### src/rtl/seven_segment_capture.sv
// seven_segment_capture: rebuilds hex number, dots and glyph validity from a multiplexed seven-segment scan bus
module seven_segment_capture #(
    parameter int w_digit          = 8,
    parameter int stable_cycles    = 4,
    parameter int timeout_cycles   = 1048576,
    parameter int seg_active_low   = 0,
    parameter int digit_active_low = 0
) (
    input  logic                 clk,
    input  logic                 rst,
    input  logic [7:0]           abcdefgh,
    input  logic [w_digit-1:0]   digit,
    output logic [w_digit*4-1:0] number,
    output logic [w_digit-1:0]   dots,
    output logic [w_digit-1:0]   digit_valid,
    output logic                 frame_done,
    output logic                 stale
);
    localparam int tw = $clog2(timeout_cycles + 1);
    typedef enum logic [1:0] {WAIT_SEL, SETTLE, HOLD} state_t;
    state_t state, state_nx;
    logic [7:0] seg_r, seg_l, cnt;
    logic [w_digit-1:0] dig_r, sel_l, sh_dot, sh_dot_nx, sh_val, sh_val_nx, seen, seen_nx;
    logic [w_digit*4-1:0] sh_num, sh_num_nx;
    logic [tw-1:0] idle;
    logic [4:0] dec;
    logic onehot, same, cap, full;

    function automatic logic [4:0] decode(input logic [6:0] s);
        case (s)
            7'h7E: decode = 5'h10;
            7'h30: decode = 5'h11;
            7'h6D: decode = 5'h12;
            7'h79: decode = 5'h13;
            7'h33: decode = 5'h14;
            7'h5B: decode = 5'h15;
            7'h5F: decode = 5'h16;
            7'h70: decode = 5'h17;
            7'h7F: decode = 5'h18;
            7'h7B: decode = 5'h19;
            7'h77: decode = 5'h1A;
            7'h1F: decode = 5'h1B;
            7'h4E: decode = 5'h1C;
            7'h3D: decode = 5'h1D;
            7'h4F: decode = 5'h1E;
            7'h47: decode = 5'h1F;
            default: decode = 5'h00;
        endcase
    endfunction

    assign dec    = decode(seg_l[7:1]);
    assign onehot = (dig_r != '0) && ((dig_r & (dig_r - 1'b1)) == '0);
    assign same   = (dig_r == sel_l) && (seg_r == seg_l);
    assign stale  = (idle == tw'(timeout_cycles));

    always_comb begin
        state_nx = state;
        cap      = 1'b0;
        case (state)
            WAIT_SEL: state_nx = onehot ? SETTLE : WAIT_SEL;
            SETTLE: begin
                cap      = same && (cnt >= 8'(stable_cycles - 1));
                state_nx = !same ? WAIT_SEL : (cap ? HOLD : SETTLE);
            end
            HOLD:    state_nx = (dig_r != sel_l) ? WAIT_SEL : HOLD;
            default: state_nx = WAIT_SEL;
        endcase
    end

    // Shadow copy seen by the frame-complete transfer includes the capture happening this cycle
    always_comb begin
        sh_num_nx = sh_num;
        sh_dot_nx = sh_dot;
        sh_val_nx = sh_val;
        for (int i = 0; i < w_digit; i++)
            if (cap && sel_l[i]) begin
                sh_num_nx[i*4 +: 4] = dec[3:0];
                sh_dot_nx[i]        = seg_l[0];
                sh_val_nx[i]        = dec[4];
            end
        seen_nx = cap ? (seen | sel_l) : seen;
        full    = cap && (&seen_nx);
    end

    always_ff @(posedge clk or posedge rst) begin
        if (rst) begin
            seg_r       <= '0;
            dig_r       <= '0;
            state       <= WAIT_SEL;
            seg_l       <= '0;
            sel_l       <= '0;
            cnt         <= '0;
            sh_num      <= '0;
            sh_dot      <= '0;
            sh_val      <= '0;
            seen        <= '0;
            idle        <= '0;
            number      <= '0;
            dots        <= '0;
            digit_valid <= '0;
            frame_done  <= 1'b0;
        end else begin
            seg_r  <= (seg_active_low != 0) ? ~abcdefgh : abcdefgh;
            dig_r  <= (digit_active_low != 0) ? ~digit : digit;
            state  <= state_nx;
            sh_num <= sh_num_nx;
            sh_dot <= sh_dot_nx;
            sh_val <= sh_val_nx;
            if (state == WAIT_SEL && onehot) begin
                sel_l <= dig_r;
                seg_l <= seg_r;
                cnt   <= 8'd1;
            end else if (state == SETTLE && same && cnt != 8'hFF)
                cnt <= cnt + 8'd1;
            if (cap)
                idle <= '0;
            else if (!stale)
                idle <= idle + 1'b1;
            frame_done <= full;
            seen       <= full ? '0 : seen_nx;
            if (full) begin
                number      <= sh_num_nx;
                dots        <= sh_dot_nx;
                digit_valid <= sh_val_nx;
            end
        end
    end
endmodule

### config.mk
export PLATFORM = sky130hd
export DESIGN_NAME = seven_segment_capture
export DESIGN_NICKNAME = d
export VERILOG_FILES = /design/src/rtl/seven_segment_capture.sv
export SDC_FILE = /design/constraint.sdc
export NUM_CORES = 1
export LEC_CHECK = 0
export BUFFER_PORTS_ARGS = -buffer_cell sky130_fd_sc_hd__buf_2
export CORE_MARGIN = 2
export CORE_UTILIZATION = 45
export CTS_BUF_LIST = sky130_fd_sc_hd__clkbuf_8
export DETAILED_ROUTE_END_ITERATION = 8
export HOLD_SLACK_MARGIN = 0.15
export SLEW_MARGIN = 20
export SYNTH_ARGS = -nofsm -noshare
export SYNTH_HDL_FRONTEND = slang
export SYNTH_SLANG_ARGS = --single-unit
### constraint.sdc
create_clock -name clk -period 7.4 [get_ports clk]
set_input_delay 0 -clock clk [delete_from_list [all_inputs] [get_ports clk]]
set_output_delay 0 -clock clk [all_outputs]
set_load 0.02 [all_outputs]
==> metrics, run 1 <==
DR iter-0 viols 276; clock network power share 34.5%; worst slew pin tran between 0.9 and 1 ns; Most used DFF post-synth dfrtp_1; Max-cap violations 0; area of the multi-input gates 2791 sq um; Post-DRT Antenna Nets 0; # H-tree levels 4; Post-synth ARST share 100.0%; synthesized cell area 7213 sq um; overall routing resource usage 18.07%; Vias 4529; Final TNS setup 0 ns; PD cells ~220 nW/um^2; Seq/Total Area, Yosys 58.28%; Worst slew margin ~37%; leakage just over 4 nW; Worst EP required approximately 7.7 ns; final setup fails 0; layout cells sized above 1 around a third; Layout Area Growth over Synthesis 15.04%; Syn Nets between 500 and 600; total congestion overflow 0; Tmin final around 3.0 ns; Antenna diodes 0; I/O Buffers 67; number of synthesized register bits 168; power consumption 1.843 mW; DRC violation count after routing 0; Clock Skew 0.01349 ns; Die Y about 130 um; via/cell ratio 5.218; pins over their slew limit 0; Critical Path Sink number[24]$_DFFE_PP0P_; Ys Warns 0; chip width 130.6 um; Post-DP Area 7702 sq um; arrival time of the worst setup path ~3.3 ns; CP Launch Point seg_l[4]$_DFFE_PP0N_; combinational power share 9.7%; CTS tree built; status completed; Synth Area per Inst 13.07 sq um; Die ar. approximately 17000 sq um; reg2reg setup slack 4.42 ns; clock sink total 168; # IOs 68; crit share post-route between 40% and 50%; vias in the first global route 4548; reg-to-reg startpoint seg_l[4]$_DFFE_PP0N_; Int Pwr 1.332 mW; Final HPWL DP 9205 um; Root Driver clkbuf_8; Initial Utilization 45.74%; wire length per cell 16.46 um; # nets final between 600 and 700; Register Area approximately 4200 sq um; clk_lat worst skew 0.45 ns; Worst R2R End number[24]$_DFFE_PP0P_; number of synthesized flops with an enable pin 0; FMAX 335.7 MHz; Net Switching 0.5109 mW; GPL Wtd Cong 0.8227; Switching Fraction 27.72%; largest net degree at the start of global routing 114; Crit Path Class flip-flop to flip-flop; dpl cells 817; reg2reg path depth 6; total core area 15770 sq um; RSZ-0062 raised after global routing no; total CTS buffers 17; CP Max Fanout 19; TritonRoute pass-1 iters 6; Clock transition at path regs 0.09 ns; Unique masters post-synth 55; Hold WC Path Type primary input to flip-flop; startpoint types flip-flop; critical path endpoint category flip-flop; std cell rows between 40 and 50; fin area about 8300 sq um; Final Non-Filler Cells slightly below 900; Flop pwr share a little under three fifths; antenna violations before repair 0; Core Util, Final between 50% and 60%; wirelength, routed 14290 um; Layout fillers 1373; clock tree buffer depth 2; first-pass GRT wire length about 23000 um; Peak supply drop 126.5 uV; Post-Syn Instances 552; final hold vios 0
==> layout by cell type (no fill, tap or decap), drive strengths merged, types with 2 or more instances in the layout <==
master	count
mux2	112
a31oi	2
xor2	19
buf	73
or4	3
inv	21
and2	2
nand3	11
and3	5
nor4b	3
dfrtp	168
nand4	22
nand3b	3
clkinv	6
clkinvlp	2
o21ai	6
and4	5
o22ai	7
nor3	15
mux2i	2
nor2	36
clkbuf	19
nand2	19
xnor2	23
nor4	5
a21oi	15
ha	3
nand2b	6
dlygate4sd3	18
==> logic make-up after synthesis <==
group	Yosys count	synth area share (%)
AND/OR/NAND/NOR	143	10.88
flip-flops	168	58.28
multiplexers	114	18.33
AO/OA/AOI/OAI	41	3.556
XOR/XNOR	42	5.100
buffers and inverters	40	3.192
adder cells (fa/ha/maj)	4	0.6592
==> sequential cells by signal, summed over array words and instances (netlist names) <==
register and cells:
seen 8, state 2, sh_val 8, cnt 8, number 32, idle 21
sh_dot 8, seg_r 8, dots 8, seg_l 8, frame_done 1, sel_l 8
digit_valid 8, dig_r 8, sh_num 32
==> synthesized netlist by cell type, types with 2 or more instances <==
| master | count | share of area, % |
|---|---|---|
| a21oi_1 | 15 | 1.0 |
| a31oi_1 | 2 | 0.17 |
| and2_1 | 2 | 0.17 |
| and3_1 | 5 | 0.43 |
| and4_1 | 5 | 0.61 |
| buf_2 | 5 | 0.35 |
| buf_6 | 7 | 1.1 |
| clkbuf_1 | 7 | 0.36 |
| dfrtp_1 | 168 | 58 |
| ha_1 | 3 | 0.52 |
| inv_1 | 17 | 0.88 |
| mux2_2 | 101 | 16 |
| mux2_4 | 11 | 2.3 |
| mux2i_1 | 2 | 0.28 |
| nand2_1 | 19 | 0.99 |
| nand2b_1 | 6 | 0.52 |
| nand3_1 | 11 | 0.76 |
| nand3b_1 | 3 | 0.31 |
| nand4_1 | 22 | 1.9 |
| nor2_1 | 36 | 1.9 |
| nor3_1 | 13 | 0.90 |
| nor4_1 | 5 | 0.43 |
| nor4b_1 | 3 | 0.36 |
| o21ai_0 | 4 | 0.28 |
| o21ai_1 | 2 | 0.14 |
| o22ai_1 | 7 | 0.61 |
| or4_1 | 3 | 0.31 |
| xnor2_1 | 23 | 2.8 |
| xor2_1 | 19 | 2.3 |
==> metrics by stage <==
stage | worst slack [ns] | hold slack (ns)
after CTS | 4.047 | 0.1610
after global placement | 4.119 | 0.1077
final | 4.421 | 0.1881
after global routing | 4.212 | 0.1610
after floorplan | 2.853 | 0.03143
after detailed placement | 4.055 | 0.1093
==> repair_timing <==
action,in CTS,in global routing
resized for setup,0,0
hold buffers,17,1
buffers inserted,0,0
endpoints found under the hold margin,128,42
==> worst min-delay path by stage <==
stage / slack [ns] / end / startpoint / cells after the start
6_report: 0.19 / seg_r[2]$_DFF_PP0_ / abcdefgh[2] / 2
5_1_grt: 0.16 / seg_r[2]$_DFF_PP0_ / abcdefgh[2] / 2
4_1_cts: 0.16 / seg_r[0]$_DFF_PP0_ / abcdefgh[0] / 2
3_5_place_dp: 0.11 / dig_r[7]$_DFF_PP0_ / digit[7] / 1
3_3_place_gp: 0.11 / seg_r[4]$_DFF_PP0_ / abcdefgh[4] / 1
2_1_floorplan: 0.03 / dig_r[0]$_DFF_PP0_ / digit[0] / 0
==> critical path, stage by stage (launching register included) <==
cell and delay [ns]:
dfrtp_1 0.72, xnor2_1 0.20, nand4_1 0.19, nor3_2 0.57, nand4_1 0.49, mux2_2 0.44, mux2_2 0.26
==> power by group through the flow <==
stage          Combinational [mW]  Clock [mW]  Sequential [mW]
2_1_floorplan               0.180           0            0.994
3_5_place_dp                0.170           0             1.05
5_1_grt                     0.197       0.696             1.04
3_3_place_gp                0.165           0             1.04
6_report                    0.178       0.635             1.03
4_1_cts                     0.178       0.653             1.03
==> routing by layer <==
layer	track usage, %	part of all wire (%)
met5	0	0
met4	5.444	1.5
met3	4.764	4.4
met2	28.25	47
met1	25.03	47
==> area by class of cell <==
| cell class | count | share of cell area (%) |
|---|---|---|
| clock buffer | 19 | 3.151 |
| multi-input combinational | 344 | 33.64 |
| sequential | 168 | 50.66 |
| timing repair buffer | 91 | 6.996 |
| tap | 216 | 3.257 |
| inverter | 17 | 0.8293 |
| clock inverter | 13 | 1.463 |
(Power assumes the default switching activity.)
==> run 2: changes to the inputs <==
clock period = 3.1 ns   (was 7.4 ns; I/O delays follow)
==> run 2 against run 1 <==
  * Clock skew hardly changed
  * Setup slack worse by 4.0 ns
  * Critical path type unchanged
  * Die area stayed put
  * Register-to-register slack worse by 4.0 ns
  * Core utilization is 0.20 points higher
  * Power is 140% higher
  * Largest cell class unchanged
  * Sequential share of layout area is 0.19 points lower
  * Highest routed layer unchanged
==> metrics, run 2 (synthesis results as in run 1) <==
# H-tree levels 4 (unchanged); wire length per cell 16.07 um (-2.4%); DRC violation count after routing 0 (unchanged); status completed; critical path, cell by cell xnor2_1 -> nand4_1 -> nor2_1 -> buf_4 -> nand4_1 -> mux2_2 -> mux2_2; GPL Wtd Cong 0.8376 (+1.8%); Hold WC Path Type primary input to flip-flop; Clock Skew 0.01369 ns (+0.0002008 ns); FMAX 377.2 MHz (+12%); layout cells sized above 1 34.40% (+0.35 points); maximum single-stage delay on the critical path 0.48 ns (-0.24 ns); clock sink total 168 (unchanged); Critical Path Slowest Stage Cell dfrtp_1; Max-cap violations 0 (unchanged); most common cell after layout, fill and taps aside dfrtp_1; Clock transition at path regs 0.09 ns (about the same); Initial Utilization 45.74% (unchanged); pins over their slew limit 0 (unchanged); std cell rows 46 (unchanged); Final TNS setup 0 ns (unchanged); Worst slew margin 42.12% (+5.3 points); Die ar. 17060 sq um (unchanged); Antenna diodes 0 (unchanged); total congestion overflow 0 (unchanged); CP Max Fanout 11 (-8); Final HPWL DP 9181 um (-0.26%); Layout fillers 1410 (+2.7%); Final Non-Filler Cells 870 (+0.23%); Post-DRT Antenna Nets 0 (unchanged); startpoint types flip-flop; PD cells 537.3 nW/um^2 (+140%); clk_lat worst skew 0.46 ns (about the same); chip width 130.6 um (unchanged); # IOs 68 (unchanged); wirelength, routed 13980 um (-2.2%); antenna violations before repair 0 (unchanged); Hold Path End seg_r[5]$_DFF_PP0_; clock tree buffer depth 2 (unchanged); I/O Buffers 67 (unchanged); Worst R2R End number[1]$_DFFE_PP0P_; reg-to-reg startpoint sel_l[2]$_DFFE_PP0N_; hold depth 2 (unchanged); Worst EP required 3.45 ns (-4.29 ns); largest net degree at the start of global routing 169 (+48%); total CTS buffers 17 (unchanged); power consumption 4.476 mW (+140%); crit share post-route 85.52% (+45 points); worst hold start abcdefgh[5]; via/cell ratio 5.197 (-0.41%); DR iter-0 viols 232 (-16%); reg2reg path depth 7 (+1); vias in the first global route 4481 (-1.5%); Post-CTS Resized 0 (unchanged); dpl cells 822 (+0.61%); TritonRoute pass-1 iters 4 (-2); leakage 4.071 nW (+0.35%); overall routing resource usage 17.82% (-0.25 points); Peak supply drop 267.3 uV (+110%); worst slew pin tran 0.8682 ns (-0.07283 ns); RSZ-0062 raised after global routing no; Root Driver clkbuf_8; Vias 4521 (-0.18%); total core area 15770 sq um (unchanged); Die Y 130.6 um (unchanged); first-pass GRT wire length 23090 um (-1.7%); final hold vios 0 (unchanged); CP Launch Point sel_l[2]$_DFFE_PP0N_; CTS tree built; arrival time of the worst setup path 3.00 ns (-0.32 ns); most frequent cells in the layout dfrtp_1, mux2_2, buf_2; Tmin final 2.651 ns (-0.3277 ns); biggest regs number (32), sh_num (32), idle (21); reg2reg setup slack 0.45 ns (-3.97 ns); final setup fails 0 (unchanged); # nets final 663 (+0.45%); Crit Path Class flip-flop to flip-flop; critical path endpoint category flip-flop; Layout Area Growth over Synthesis 15.47%
## run 2: cell types whose count changed in the layout (fill, tap and decap cells not counted), moves of 2 or more
cell / previous run / this run
clkinvlp_4: 2 / 4
bufinv_16: 1 / 3
buf_4: 5 / 9
clkbuf_8: 19 / 17
clkinv_4: 5 / 2
inv_6: 2 / 4
## run 2: layer usage
metal,GRT usage [%],routed length (um),vias to the layer above
met3,4.275,562,24
li1,-,-,2134
met4,6.821,278,0
met1,25.11,6668,2264
met2,26.99,6471,99
met5,0,0,-
## run 2: worst max-delay path by stage
stage / to / slack [ns] / cells past startpoint
floorplan: seg_l[0]$_DFFE_PP0N_ / 0.77 / 7
global placement: number[1]$_DFFE_PP0P_ / 0.43 / 7
detailed placement: number[1]$_DFFE_PP0P_ / 0.44 / 7
CTS: number[1]$_DFFE_PP0P_ / 0.42 / 7
global route: number[24]$_DFFE_PP0P_ / 0.25 / 7
finish: number[1]$_DFFE_PP0P_ / 0.45 / 7
## run 2: layout make-up
class / instances / area (sq um) / share of cell area (%)
Clock inverter: 14 / 173.9 / 2.088
Timing Repair Buffer: 94 / 593.1 / 7.120
Multi-Input combinational cell: 344 / 2786 / 33.45
Sequential cell: 168 / 4204 / 50.47
Clock buffer: 17 / 234.0 / 2.809
Tap cell: 216 / 270.3 / 3.245
Inverter: 17 / 67.56 / 0.8112
## run 2: what timing repair did
item,4_1_cts,5_1_grt
setup buffers,0,0
hold buffers,17,0
endpoints found under the setup margin,0,0
endpoints found under the hold margin,184,0
## run 2: power by group
group / internal [mW] / switching, mW / total, mW
Clock: 0.799 / 0.803 / 1.60
Sequential: 2.26 / 0.199 / 2.46
Combinational: 0.228 / 0.184 / 0.412
## run 2: per-stage QoR
step                hold WS, ns  worst slack, ns  utilization (%)  area, sq um
floorplan               0.03143           0.7685                -         7217
CTS                      0.1547           0.4152            52.82         8329
global route             0.1577           0.2457            52.82         8329
detailed placement       0.1095           0.4372            49.15         7751
finish                   0.1897           0.4488            52.82         8329
global placement         0.1079           0.4325            49.10         7744
## run 2: critical path: cells and delay by family (launching register included)
kind | cells | cell delay, ns
buf+inv | 1 | 0.27
simple gates | 3 | 0.92
flops | 1 | 0.48
mux | 2 | 0.70
xor+xnor | 1 | 0.18
==> run 3: changes to the inputs <==
BUFFER_PORTS_ARGS = not set   (was -buffer_cell sky130_fd_sc_hd__buf_2)
DONT_BUFFER_PORTS = 1   (was not set)
==> run 3 against run 2 <==
  * Non-clock buffer count fell by 50
  * Sequential cell count did not move
  * Combinational power is 8.0% higher
  * Sequential power barely moved
  * Global-route usage down 0.29 points
  * Clock-buffer cell count rose by 3
  * Clock power fell by 11%
  * Via count decreased by 3.6%
  * First-iteration DRC count up 19%
  * Power decreased by 3.5%
  * Register-to-register slack worse by 0.13 ns
  * Critical path depth did not move
  * Critical path type unchanged
  * Critical endpoint is now number[28]$_DFFE_PP0P_
==> metrics, run 3 (synthesis results as in run 1) <==
largest net degree at the start of global routing 169 (unchanged); arrival time of the worst setup path 3.11 ns (+0.11 ns); chip width 130.6 um (unchanged); RSZ-0062 raised after global routing no; # H-tree levels 4 (unchanged); I/O Buffers 0 (-100%); clock tree buffer depth 2 (unchanged); Clock transition at path regs 0.09 ns (about the same); wire length per cell 16.89 um (+5.1%); total CTS buffers 17 (unchanged); total congestion overflow 0 (unchanged); Root Driver clkbuf_8; Hold WC Path Type primary input to async pin; # IOs 68 (unchanged); status completed; Flop pwr share 56.6% (+1.6 points); final setup fails 0 (unchanged); FMAX 359.4 MHz (-4.7%); Initial Utilization 45.74% (unchanged); PD cells 532.2 nW/um^2 (-0.96%); CP Max Fanout 48 (+37); Switching Fraction 27.46% (+0.97 points); first-pass GRT wire length 22940 um (-0.69%); std cell rows 46 (unchanged); Antenna diodes 0 (unchanged); Vias 4356 (-3.6%); Clock Skew 0.01376 ns (+0.00007410 ns); Die ar. 17060 sq um (unchanged); TritonRoute pass-1 iters 4 (unchanged); clock network power share 33.0% (-2.8 points); most frequent cells in the layout dfrtp_1, mux2_2, nor2_1; vias in the first global route 4539 (+1.3%); Worst slew margin 43.04% (+0.92 points); CTS tree built; Peak supply drop 293.9 uV (+9.9%); DR iter-0 viols 277 (+19%); worst slew pin tran 0.8544 ns (-0.01383 ns); Post-CTS Resized 0 (unchanged); critical path endpoint category flip-flop; power consumption 4.320 mW (-3.5%); Final TNS setup 0 ns (unchanged); Int Pwr 3.134 mW (-4.8%); total core area 15770 sq um (unchanged); crit share post-route 89.76% (+4.2 points); startpoint types flip-flop; Die Y 130.6 um (unchanged); combinational power share 10.3% (+1.1 points); GPL Wtd Cong 0.8310 (-0.79%); Net Switching 1.186 mW (about the same); wirelength, routed 13870 um (-0.82%); biggest regs number (32), sh_num (32), idle (21); # nets final 613 (-7.5%); overall routing resource usage 17.53% (-0.29 points); Worst EP required 3.43 ns (-0.02 ns); clock sink total 168 (unchanged); final hold vios 0 (unchanged); via/cell ratio 5.306 (+2.1%); Crit Path Class flip-flop to flip-flop; Max-cap violations 0 (unchanged); Core Util, Final 51.48% (-1.3 points); antenna violations before repair 0 (unchanged); layout cells sized above 1 26.45% (-8.0 points); Final HPWL DP 8908 um (-3.0%); leakage 3.786 nW (-7.0%); clk_lat worst skew 0.45 ns (about the same); Post-DRT Antenna Nets 0 (unchanged); most common cell after layout, fill and taps aside dfrtp_1; pins over their slew limit 0 (unchanged); Layout Area Growth over Synthesis 12.54%; Tmin final 2.783 ns (+0.1314 ns); DRC violation count after routing 0 (unchanged)
## run 3: cell types whose count changed in the layout (fill, tap and decap cells not counted), moves of 2 or more
cell / previous run / this run
bufinv_16: 3 / 0
clkbuf_8: 17 / 20
dlygate4sd3_1: 17 / 33
buf_2: 67 / 0
clkinv_2: 1 / 3
clkinv_4: 2 / 0
## run 3: critical path, cell delays in order, from the launching register on
cell      delay [ns]
dfrtp_1         0.69
xnor2_1         0.18
nand4_1         0.16
nor3_2          0.44
and2_1          0.37
nand3b_1        0.11
buf_4           0.33
mux2_2          0.35
## run 3: metrics by stage
step | instances | instance area (sq um) | setup WS (ns) | hold WS (ns)
2_1_floorplan | 552 | 7217 | 0.7685 | 0.03143
3_3_place_gp | 756 | 7416 | 0.4221 | 0.03148
3_5_place_dp | 756 | 7423 | 0.3360 | 0.03148
4_1_cts | 821 | 8118 | 0.3310 | 0.3299
5_1_grt | 821 | 8118 | 0.1125 | 0.3229
6_report | 821 | 8118 | 0.3174 | 0.3037
## run 3: repair_timing
item                                    4_1_cts  5_1_grt
endpoints found under the setup margin        0        0
setup buffers                                 0        0
hold endpoints to repair                    184        0
hold buffers                                 33        0
## run 3: path summary, 6_finish.rpt
path | slack (ns) | end | cells past startpoint | startpoint
setup / recovery | 0.32 | number[28]$_DFFE_PP0P_ | 7 | seg_l[4]$_DFFE_PP0N_
hold / removal | 0.30 | number[25]$_DFFE_PP0P_ | 3 | rst
setup reg to reg | 0.32 | number[28]$_DFFE_PP0P_ | 7 | seg_l[4]$_DFFE_PP0N_
hold reg to reg | 0.50 | sh_num[20]$_DFF_PP0_ | 1 | sh_num[20]$_DFF_PP0_
max in group asynchronous | 2.20 | sel_l[7]$_DFFE_PP0N_ | 3 | rst
min in group clk | 0.50 | sh_num[20]$_DFF_PP0_ | 1 | sh_num[20]$_DFF_PP0_
## run 3: power groups by stage
stage / clock network (mW) / registers [mW] / logic, mW
floorplan: 0 / 2.37 / 0.431
global placement: 0 / 2.48 / 0.403
detailed placement: 0 / 2.49 / 0.416
CTS: 1.48 / 2.44 / 0.453
global route: 1.56 / 2.47 / 0.493
finish: 1.43 / 2.45 / 0.445
## run 3: routing by layer
metal | GRT usage [%] | share of wire (%) | up-vias
met5 | 0 | 0 | -
met4 | 7.572 | 1.8 | 0
met3 | 4.601 | 4.8 | 20
met2 | 27.76 | 48 | 91
met1 | 23.02 | 45 | 2206
li1 | - | - | 2039
## run 3: area by class of cell
cell class                 instances  area [sq um]
clock buffer                      20         275.3
clock inverter                    12         88.84
fill                            1439          7652
inverter                          17         67.56
multi-input combinational        344          2786
sequential                       168          4204
tap                              216         270.3
timing repair buffer              44         425.4
